$ cat src/rtl/skinny_round_ctrl.sv
// skinny_round_ctrl: round controller for the SKINNY-128-384+ core (Romulus-N).
// Drives the state-register enable/select/init lines, generates the 6-bit
// round-constant LFSR and counts rounds; start/done handshake with the mode
// controller.
// Optional feature: define SKINNY_CTRL_BLKCNT_EN to add the blk_cnt output
// (saturating count of completed blocks).
//
// Handshake: start is sampled only in IDLE; done is a single-cycle pulse one
// cycle after the final round; start seen while busy or in DONE is dropped,
// never queued. abort cancels from any state and wins over every other input.
module skinny_round_ctrl #(
   parameter int ROUNDS = 40,
   parameter int CW     = 6
) (
   input  logic          clk,
   input  logic          rst,
   input  logic          start,
   input  logic          init,
   input  logic          stall,
   input  logic          abort,
   output logic          st_enc,
   output logic          st_se,
   output logic          st_init,
   output logic [5:0]    rc,
   output logic [CW-1:0] round,
   output logic          busy,
   output logic          done,
   output logic [1:0]    fsm_state
`ifdef SKINNY_CTRL_BLKCNT_EN
   ,
   output logic [15:0]   blk_cnt
`endif
);

   typedef enum logic [1:0] {
      S_IDLE  = 2'd0,
      S_LOAD  = 2'd1,
      S_ROUND = 2'd2,
      S_DONE  = 2'd3
   } state_t;

   state_t        state_q;
   state_t        state_d;
   logic [5:0]    rc_q;
   logic [CW-1:0] round_q;
   logic          init_q;
   logic          last_round;

   assign last_round = (round_q == CW'(ROUNDS - 1));

   // State register.
   always_ff @(posedge clk or negedge rst) begin
      if (!rst) begin
         state_q <= S_IDLE;
      end else begin
         state_q <= state_d;
      end
   end

   // Next-state and output decode; outputs come from registered state, with
   // stall and abort only allowed to gate the enable.
   always_comb begin
      state_d = state_q;
      st_enc  = 1'b0;
      st_se   = 1'b0;
      st_init = 1'b0;
      busy    = 1'b0;
      done    = 1'b0;
      case (state_q)
         S_IDLE: begin
            if (start) state_d = S_LOAD;
         end
         S_LOAD: begin
            st_enc  = 1'b1;
            st_se   = 1'b1;
            st_init = init_q;
            busy    = 1'b1;
            state_d = S_ROUND;
         end
         S_ROUND: begin
            st_enc = ~stall;
            busy   = 1'b1;
            if (!stall && last_round) state_d = S_DONE;
         end
         S_DONE: begin
            done    = 1'b1;
            state_d = S_IDLE;
         end
         default: state_d = S_IDLE;
      endcase
      if (abort) begin
         state_d = S_IDLE;
         st_enc  = 1'b0;
      end
   end

   // Round-constant LFSR, round counter and captured init select.
   always_ff @(posedge clk or negedge rst) begin
      if (!rst) begin
         rc_q    <= 6'h00;
         round_q <= '0;
         init_q  <= 1'b0;
      end else if (abort) begin
         rc_q    <= 6'h00;
         round_q <= '0;
      end else begin
         case (state_q)
            S_IDLE: begin
               if (start) init_q <= init;
            end
            S_LOAD: begin
               rc_q    <= 6'h01;
               round_q <= '0;
            end
            S_ROUND: begin
               // The exit edge leaves rc/round on the final round's values.
               if (!stall && !last_round) begin
                  rc_q    <= {rc_q[4:0], rc_q[5] ^ rc_q[4] ^ 1'b1};
                  round_q <= round_q + CW'(1);
               end
            end
            default: ;
         endcase
      end
   end

`ifdef SKINNY_CTRL_BLKCNT_EN
   logic [15:0] blk_cnt_q;

   // Completed-block counter; saturates, cleared only by reset.
   always_ff @(posedge clk or negedge rst) begin
      if (!rst) begin
         blk_cnt_q <= 16'h0000;
      end else if (state_q == S_DONE && blk_cnt_q != 16'hFFFF) begin
         blk_cnt_q <= blk_cnt_q + 16'd1;
      end
   end

   assign blk_cnt = blk_cnt_q;
`endif

   assign rc        = rc_q;
   assign round     = round_q;
   assign fsm_state = state_q;

endmodule

$ cat config.mk
export PLATFORM = sky130hd
export DESIGN_NAME = skinny_round_ctrl
export DESIGN_NICKNAME = d
export VERILOG_FILES = /design/src/rtl/skinny_round_ctrl.sv
export SDC_FILE = /design/constraint.sdc
export NUM_CORES = 1
export LEC_CHECK = 0
export ABC_AREA = 1
export CORE_UTILIZATION = 57
export CTS_BUF_LIST = sky130_fd_sc_hd__clkbuf_4 sky130_fd_sc_hd__clkbuf_8
export DETAILED_ROUTE_END_ITERATION = 8
export DONT_BUFFER_PORTS = 1
export HOLD_SLACK_MARGIN = 0.06
export PLACE_DENSITY = 0.72
export SYNTH_ARGS = -nofsm -noshare
export SYNTH_HDL_FRONTEND = slang
export SYNTH_SLANG_ARGS = --single-unit
$ cat constraint.sdc
create_clock -name clk -period 1.55 [get_ports clk]
set_clock_uncertainty 0.2 [all_clocks]
set_input_delay 0.2325 -clock clk [delete_from_list [all_inputs] [get_ports clk]]
set_output_delay 0.2325 -clock clk [all_outputs]
set_load 0.02 [all_outputs]
==> results.toml, run 1 <==
[status]
outcome = "complete, but fails checks"
violations = "negative hold slack, negative setup slack"

[synth]
synth_seq_area_share = 0.445
synthTopCellsByArea = "dfrtp_1 (45%), nand2_1 (17%), ha_1 (7.4%)"
synthCells = 110
ys_ff_latch = 15
syn_avg_cell_area_sq_um = 7.67
yosys_warnings = 0
post-synth-top-area-fraction = 0.445
synth_nets = 121
netlist_area_sq_um = 843
synth_largest_area_cell = "dfrtp_1"
synth_cell_types = 19

[critical_path]
path_max_fanout = 4
worst_ep_required_time_ps = 1540
ff2ff_path_depth = 9
end_kind = "flop"
critical_path_class = "flop to flop"
cp.arrival_ps = 1810
cp-start-kind = "flop"

[timing]
min_period_over_period = 1.17
final-max-slew-violation-count = 0
finalSetupViolations = 19
worst_slew_pin_slew_ps = 676
setup_ws_ps = -263
slew_headroom = 0.548
grt_setup_unrepaired = "true"
fmax_mhz = 552
period_needed_ps = 1810
holdWs_ps = -99.4
hold_violations = 6

[global_routing]
grt_pass1_wl_um = 2850
gr-usage-met2 = 0.417
antenna_found_initial = 0
grt_max_degree = 16
gr-usage-met3 = 0.0722
grt_busiest_layer = "met2"
use_met1 = 0.366
grt_usage = 0.281
grt_pass1_vias = 689
grt_overflow_total = 0

[detailed_routing]
drc = 0
avgViaCountPerCell = 6.50
detail-route-antenna-nets = 0
first_pass_iters = 8
routed_wl_um = 3380
post_drt_wl_per_cell_um = 21.4
route.vias.total = 1027
drt_iter0_drc = 68

[placement]
io_buffers = 0
finalWeightedCongestion = 0.807
dp.cells = 139
dpl.hpwl_um = 1480

[clock_network]
cts_num_sinks = 15
cts_tree = "yes"
clkSlewWorstSetupHoldPaths_ps = 100
clock_latency_ps = 300
cts_hold_buf = 3
htreeDepth = 1
numCtsBuffers = 3
cts-root-buf = "clkbuf_4"
clock_path_buffers = 2

[floorplan]
die_y_um = 40.5
die_x_um = 40.5
std_cell_rows = 13
num_io_pins = 25
die_area_sq_um = 1640
core_area_sq_um = 1330
start_util = 0.632

[power_and_ir_drop]
ir_drop_mv = 1.34
p_leak_nw = 0.615
finalPower_mw = 1.68
p_per_area_nw_per_um2 = 1310

[cells_and_area]
area_growth_pct = 51.8
diodes = 0
drive_above_1_share = 0.448
final_net_count = 155
instances_no_fill = 158

[job]
maxCapViolations = 0

[hold_path]
hp-class = "primary input to flop"
holdPathStages = 3
## per-stage QoR
stage          setup TNS (ps)  hold slack [ps]  worst slack [ps]  instance area, sq um  utilization
2_1_floorplan            -282             -263             -36.9                   915            -
3_3_place_gp            -25.4             -263             -12.7                  1040        0.779
3_5_place_dp             -278             -263             -46.4                  1040        0.779
4_1_cts                 -1240             -104              -187                  1150        0.866
5_1_grt                 -4240             -103              -300                  1280        0.960
6_report                -3570            -99.4              -263                  1280        0.960
## per-layer routing
metal  routed length [um]  vias up
met3                  388       32
met4                  242        0
met1                 1220      479
li1                     -      414
met2                 1530      102
met5                    0        -
## synth_stat cells (all sizes together)
| master | n |
|---|---|
| nand2 | 40 |
| dfrtp | 15 |
| inv | 13 |
| nor2 | 12 |
| nand3 | 10 |
| o21ai | 6 |
| ha | 5 |
| a21oi | 4 |
| clkinv | 1 |
| mux2 | 1 |
| nand4 | 1 |
| nor3 | 1 |
| xnor2 | 1 |
## what timing repair did
action | 4_1_cts | 5_1_grt
endpoints found under the hold margin | 28 | 14
pin swaps | 5 | 9
gates resized for setup | 8 | 17
gates cloned | 2 | 0
endpoints found under the setup margin | 14 | 19
setup buffers | 3 | 7
## path summary, 6_finish.rpt
check                             startpoint            to  slack [ps]
worst min register to register        init_q        init_q         310
worst max register to register  fsm_state[0]         rc[0]        -260
max in group asynchronous                rst  fsm_state[0]         470
worst min-delay path                   abort      round[5]        -100
worst max-delay path            fsm_state[0]         rc[0]        -260
min in group asynchronous                rst      round[3]         200
## report_power, final
| group | switching [mW] | total [mW] | internal (mW) |
|---|---|---|---|
| combinational | 0.536 | 0.928 | 0.392 |
| clock | 0.141 | 0.237 | 0.0962 |
| sequential | 0.0724 | 0.511 | 0.438 |
## cells by family (layout without fill, tap and decap cells)
logic type | count (synthesis) | in the layout | synth area share
simple gates | 64 | 65 | 0.325
fa+ha+maj | 5 | 5 | 0.0742
flops | 15 | 15 | 0.445
mux | 1 | 1 | 0.0134
compound gates | 10 | 10 | 0.0638
xor+xnor | 1 | 1 | 0.0104
buf+inv | 14 | 46 | 0.0683
## flip-flops by register name (all words and copies together), names as in the netlist
signal	count
rc	6
fsm_state	2
round	6
init_q	1
## cells in the final DEF, fill, tap and decap left out
cell type      instances
clkbuf_4               3
a21oi_2                1
inv_8                  1
nor2_4                 4
buf_4                 20
nand3_1                9
dlygate4sd3_1          3
nor2_2                 2
mux2_1                 1
xnor2_1                1
clkinv_4               2
a21oi_4                1
nor2_1                 6
nand2_1               35
nand2_2                3
dfrtp_1               11
ha_2                   2
nand3_2                1
nand2_8                1
inv_4                  2
o21ai_2                4
a21oi_1                2
inv_2                  2
dfrtp_2                4
buf_6                  4
o21ai_0                2
nand4_1                1
inv_1                  8
nand2_4                2
nor3_2                 1
ha_4                   3
clkinv_2               1
## worst max-delay path, cell delays in order (launching register included)
cell and delay, ps:
dfrtp_2 460, inv_4 100, ha_4 170, inv_8 30
buf_4 160, buf_4 140, a21oi_1 200, a21oi_1 120
nand2_1 80, nand2_1 60
## final cells by class
type,instances,area [sq um]
multi-input combinational,82,549
sequential,15,380
timing repair buffer,27,225
inverter,14,70.1
fill,34,53.8
clock buffer,3,22.5
tap,15,18.8
timing repair inverter,1,8.76
clock inverter,1,5.00
Power figures use the tool's default switching activity.
==> inputs of run 2 (changes only) <==
Settings changed: SLEW_MARGIN from default to 40.
==> results of run 2 <==
The final DEF is identical to that of run 1; final timing and power are the same.
==> inputs of run 3 (changes only) <==
Settings changed: CAP_MARGIN from default to 20.
==> results of run 3 <==
The final DEF is identical to that of run 1; final timing and power are the same.
